File: config.mk
export PLATFORM = sky130hd
export DESIGN_NAME = riscv_mem_arbiter
export DESIGN_NICKNAME = d
export VERILOG_FILES = /design/src/rtl/riscv_mem_pkg.sv /design/src/rtl/riscv_arb_priority.sv /design/src/rtl/riscv_mem_arbiter.sv
export SDC_FILE = /design/constraint.sdc
export NUM_CORES = 1
export LEC_CHECK = 0
export ABC_AREA = 1
export CAP_MARGIN = 15
export CORE_ASPECT_RATIO = 0.7
export CORE_MARGIN = 2
export CORE_UTILIZATION = 41
export DETAILED_ROUTE_END_ITERATION = 7
export PLACE_DENSITY = 0.82
export SLEW_MARGIN = 20
export SYNTH_ARGS = -nofsm -noshare
export SYNTH_HDL_FRONTEND = slang
export SYNTH_SLANG_ARGS = --single-unit
export TNS_END_PERCENT = 100
File: constraint.sdc
create_clock -name clock -period 2.05 [get_ports clock]
set_input_delay 0.41 -clock clock [delete_from_list [all_inputs] [get_ports clock]]
set_output_delay 0.41 -clock clock [all_outputs]
set_load 0.01 [all_outputs]
File: src/rtl/riscv_mem_pkg.sv
// rtl/riscv_mem_pkg.sv - shared types for the fetch/load-store memory arbiter
package riscv_mem_pkg;

  localparam int REQ_XLEN   = 32;
  localparam int REQ_STRB_W = REQ_XLEN / 8;

  typedef enum logic [1:0] {
    IDLE,
    ISSUE,
    WAIT
  } state_e;

  typedef enum logic {
    OWNER_INSN,
    OWNER_DATA
  } owner_e;

  typedef struct packed {
    logic [REQ_XLEN-1:0]   addr;
    logic                  write;
    logic [REQ_STRB_W-1:0] wstrb;
    logic [REQ_XLEN-1:0]   wdata;
  } mem_req_t;

endpackage

File: src/rtl/riscv_arb_priority.sv
// rtl/riscv_arb_priority.sv - data-over-fetch grant select with saturating starvation counter
module riscv_arb_priority
  import riscv_mem_pkg::*;
#(
  parameter int STARVE_LIMIT = 4
) (
  input  logic clock,
  input  logic reset,
  input  logic arb_en_i,
  input  logic insn_valid_i,
  input  logic data_valid_i,
  output logic grant_insn_o,
  output logic grant_data_o
);

  // A limit of 0 still needs a 1-bit counter; it simply never leaves 0.
  localparam int CNT_W = (STARVE_LIMIT > 0) ? $clog2(STARVE_LIMIT + 1) : 1;
  localparam logic [CNT_W-1:0] LIMIT = CNT_W'(STARVE_LIMIT);

  logic [CNT_W-1:0] starve_cnt_q;
  logic [CNT_W-1:0] starve_cnt_d;

  always_comb begin
    grant_insn_o = arb_en_i && insn_valid_i && (!data_valid_i || starve_cnt_q == LIMIT);
    grant_data_o = arb_en_i && data_valid_i && !grant_insn_o;
  end

  always_comb begin
    starve_cnt_d = starve_cnt_q;
    if (grant_insn_o) begin
      starve_cnt_d = '0;
    end else if (grant_data_o && insn_valid_i && starve_cnt_q != LIMIT) begin
      starve_cnt_d = starve_cnt_q + 1'b1;
    end
  end

  always_ff @(posedge clock) begin
    if (!reset) begin
      starve_cnt_q <= '0;
    end else begin
      starve_cnt_q <= starve_cnt_d;
    end
  end

endmodule

File: src/rtl/riscv_mem_arbiter.sv
// rtl/riscv_mem_arbiter.sv - shares one memory port between fetch and load/store requesters
module riscv_mem_arbiter
  import riscv_mem_pkg::*;
#(
  parameter int XLEN         = 32,
  parameter int STARVE_LIMIT = 4
) (
  input  logic              clock,
  input  logic              reset,
  input  logic              insn_req_valid,
  output logic              insn_req_ready,
  input  logic [XLEN-1:0]   insn_addr,
  output logic              insn_resp_valid,
  output logic [XLEN-1:0]   insn_resp_data,
  input  logic              data_req_valid,
  output logic              data_req_ready,
  input  logic [XLEN-1:0]   data_addr,
  input  logic              data_write,
  input  logic [XLEN/8-1:0] data_wstrb,
  input  logic [XLEN-1:0]   data_wdata,
  output logic              data_resp_valid,
  output logic [XLEN-1:0]   data_resp_data,
  output logic              mem_req_valid,
  input  logic              mem_req_ready,
  output logic [XLEN-1:0]   mem_addr,
  output logic              mem_write,
  output logic [XLEN/8-1:0] mem_wstrb,
  output logic [XLEN-1:0]   mem_wdata,
  input  logic              mem_resp_valid,
  input  logic [XLEN-1:0]   mem_resp_data
);

  state_e            state_q;
  owner_e            owner_q;
  logic              grant_insn;
  logic              grant_data;
  logic              mem_req_valid_q;
  logic [XLEN-1:0]   mem_addr_q;
  logic              mem_write_q;
  logic [XLEN/8-1:0] mem_wstrb_q;
  logic [XLEN-1:0]   mem_wdata_q;
  logic              insn_resp_valid_q;
  logic [XLEN-1:0]   insn_resp_data_q;
  logic              data_resp_valid_q;
  logic [XLEN-1:0]   data_resp_data_q;

  riscv_arb_priority #(
    .STARVE_LIMIT(STARVE_LIMIT)
  ) u_priority (
    .clock       (clock),
    .reset       (reset),
    .arb_en_i    (state_q == IDLE),
    .insn_valid_i(insn_req_valid),
    .data_valid_i(data_req_valid),
    .grant_insn_o(grant_insn),
    .grant_data_o(grant_data)
  );

  assign insn_req_ready  = grant_insn;
  assign data_req_ready  = grant_data;
  assign mem_req_valid   = mem_req_valid_q;
  assign mem_addr        = mem_addr_q;
  assign mem_write       = mem_write_q;
  assign mem_wstrb       = mem_wstrb_q;
  assign mem_wdata       = mem_wdata_q;
  assign insn_resp_valid = insn_resp_valid_q;
  assign insn_resp_data  = insn_resp_data_q;
  assign data_resp_valid = data_resp_valid_q;
  assign data_resp_data  = data_resp_data_q;

  always_ff @(posedge clock) begin
    if (!reset) begin
      state_q           <= IDLE;
      owner_q           <= OWNER_INSN;
      mem_req_valid_q   <= 1'b0;
      mem_addr_q        <= '0;
      mem_write_q       <= 1'b0;
      mem_wstrb_q       <= '0;
      mem_wdata_q       <= '0;
      insn_resp_valid_q <= 1'b0;
      insn_resp_data_q  <= '0;
      data_resp_valid_q <= 1'b0;
      data_resp_data_q  <= '0;
    end else begin
      insn_resp_valid_q <= 1'b0;
      data_resp_valid_q <= 1'b0;
      unique case (state_q)
        IDLE: begin
          if (grant_insn) begin
            mem_addr_q      <= insn_addr;
            mem_write_q     <= 1'b0;
            mem_wstrb_q     <= '0;
            mem_wdata_q     <= '0;
            owner_q         <= OWNER_INSN;
            mem_req_valid_q <= 1'b1;
            state_q         <= ISSUE;
          end else if (grant_data) begin
            mem_addr_q      <= data_addr;
            mem_write_q     <= data_write;
            mem_wstrb_q     <= data_wstrb;
            mem_wdata_q     <= data_wdata;
            owner_q         <= OWNER_DATA;
            mem_req_valid_q <= 1'b1;
            state_q         <= ISSUE;
          end
        end
        ISSUE: begin
          if (mem_req_ready) begin
            mem_req_valid_q <= 1'b0;
            state_q         <= WAIT;
          end
        end
        WAIT: begin
          // Responses outside WAIT are protocol violations and never reach this branch.
          if (mem_resp_valid) begin
            if (owner_q == OWNER_INSN) begin
              insn_resp_valid_q <= 1'b1;
              insn_resp_data_q  <= mem_resp_data;
            end else begin
              data_resp_valid_q <= 1'b1;
              data_resp_data_q  <= mem_write_q ? '0 : mem_resp_data;
            end
            state_q <= IDLE;
          end
        end
        default: state_q <= IDLE;
      endcase
    end
  end

endmodule

==> results.md <==
* CORE AREA at 13920 µm²
* Gpl congestion at 0.8272
* GR Overflow Total at 0
* CTS Root Cell: clkbuf_16
* Vias in the first global route at 5645
* Syn Area/Cell at 7.494 µm²
* Remaining antenna violation count at 0
* Crit path kind: reg -> out
* Die Width at 146.8 µm
* DR WL/cell at 14.40 µm
* Iter 0 DRT Violations at 418
* Worst Hold Class: in -> reg
* Clock slew at reported path FFs at 0.06 ns
* Worst endpoint required time at 1.64 ns
* Setup violators final at 0
* Slew margin rel. at 60.55%
* Die Y at 104.0 µm
* Vias per std cell at 4.858
* Clock buffer depth at 2
* CP max FO at 3
* Total GRT Usage at 23.13%
* Placed inst area at 8812 µm²
* Crit path capture type: output pin
* DR DRC count at 0
* RSZ-0062 raised after global routing: yes
* Dpl hpwl at 12420 µm
* Setup Buffers After CTS at 0
* Total die area at 15260 µm²
* Total wire length at 17900 µm
* TritonCTS Buffers at 17
* Distinct cells, synth at 26
* Non-Filler Instances at 1243
* Largest net degree at the start of global routing at 72
* Most frequent cells in the layout: 273 x clkdlybuf4s50_1, 142 x nand2_1, 141 x dfxtp_1, 96 x nand3_1, 73 x inv_1
* P_leak at 3.861 nW
* First-pass GRT wire length at 28700 µm
* Worst Max-Slew Pin Slew at 0.5917 ns
* Max_cap viols at 0
* Max frequency at 512.3 MHz
* Total power draw at 0.007683 W
* Crit share post-route at 95.21%
* Post-route cell area at 9448 µm²
* Area Overhead vs Synth at 61.42%
* H-Tree Depth at 4
* Sequential fraction of the synthesis area at 48.57%
* Boundary pin count at 277
* Power Density at 813.2 nW/µm²
* CTS sink cnt at 142
* Outcome: completed
* Most common cell after layout, fill and taps aside: clkdlybuf4s50_1
* Cells after Synth at 781
* Synth Warn # at 0
* Ratio of cells with drive above 1 in the final layout at 8.547%
* Pre-CTS setup slack at -0.2355 ns
* Hold Fails Final Rpt at 0
* Synth Cell Area at 5853 µm²
* Final Max Tran Viols at 0
* Fin Clk Skew at 0.01090 ns
* Net Count, Synth at 922
* # port buffers at 276
* CP Data Arrival Time at 1.54 ns
* ANT cells at 0
* Cts hold-fix bufs at 0
* Critical path launch point type: flop
* Initial Util at 42.05%
* VDD IR max at 0.6046 mV
* Clock latency at the later pin of the worst-skew pair at 0.40 ns
* Total Nets Final at 1181
* Vias at 6039
* Num rows at 36
* Router iterations before antenna repair at 5
* Synth Register Bits at 142
* Initial antenna violation count at 0
* Tmin final at 1.952 ns
* CTS tree: yes
* Dpl cells at 1211
* Final setup margin at 0.09812 ns
* Total negative slack at 0 ns
## cell usage after synthesis, drive strengths merged
cell type | instances | share of area (%)
nand2 | 143 | 9.2
a21oi | 75 | 7.0
nand3 | 106 | 9.9
inv | 78 | 5.0
dfxtp | 142 | 49
or2 | 1 | 0.11
o21ai | 68 | 6.0
clkbuf | 23 | 1.5
ha | 2 | 0.43
xor2 | 1 | 0.15
nor2 | 71 | 5.0
buf | 38 | 3.5
nand4 | 33 | 3.6
## critical path, cell delays in order, from the launching register on
cell	delay [ns]
dfxtp_2	0.33
inv_1	0.07
ha_1	0.14
nand2_1	0.06
nand2_1	0.09
nand3_2	0.09
inv_1	0.08
clkdlybuf4s15_1	0.29
## cell type report
| type | instances | area (µm²) |
|---|---|---|
| well taps | 190 | 237.7 |
| clock buffers | 18 | 429.2 |
| fillers | 1153 | 4471 |
| multi-input cells | 500 | 2431 |
| inverters | 78 | 292.8 |
| clock inverters | 14 | 206.4 |
| repair buffers | 301 | 3007 |
| flip-flops and latches | 142 | 2844 |
## repair_timing
action	CTS	global route
gates resized for setup	5	3
pin swaps	0	0
endpoints found under the setup margin	2	9
## report_power, final
| part | internal (W) | switching, W |
|---|---|---|
| combinational | 0.000713 | 0.000659 |
| clock | 0.00207 | 0.00125 |
| sequential | 0.00291 | 0.0000825 |
## flip-flops by register name, summed over array words and instances, names as in the netlist, 2 cells and up
| name | cells |
|---|---|
| data_resp_data | 32 |
| insn_resp_data | 32 |
| mem_wdata | 32 |
| u_priority.starve_cnt_q | 3 |
| mem_wstrb | 4 |
| state_q | 2 |
| mem_addr | 32 |
## cell families (layout without fill, tap and decap cells)
group                      Yosys count  count (layout)  synth area share [%]
buffers and inverters              139             411                 9.983
AOI/OAI and AO/OA                  143             143                 13.00
xor gates and xnor gates             1               1                0.1497
DFF                                142             142                 48.57
adders and majority gates            2               2                0.4275
and+or+nand+nor                    354             354                 27.88
## per-stage QoR
step | hold WS [ns] | utilization [%]
2_1_floorplan | 0.4613 | -
3_3_place_gp | 0.4503 | 63.31
3_5_place_dp | 0.4552 | 63.31
4_1_cts | 0.3426 | 67.84
5_1_grt | 0.3596 | 67.88
6_report | 0.3488 | 67.88
## path summary, 6_finish.rpt
path | from | end | slack [ns] | cells after the start
setup / recovery | u_priority.starve_cnt_q[0] | insn_req_ready | 0.1 | 7
hold / removal | reset | u_priority.starve_cnt_q[0] | 0.35 | 3
setup reg to reg | state_q[0] | mem_wdata[12] | 0.23 | 6
hold reg to reg | mem_wstrb[2] | mem_wstrb[2] | 0.46 | 2
## metal layers
layer	track usage, %	share of wire, %	vias up
met3	8.596	9.0	14
met5	0	0	-
met2	37.26	47	221
li1	-	-	3066
met4	5.756	0.94	0
met1	29.42	43	2738
No activity file was read; power rests on OpenSTA's default activity.
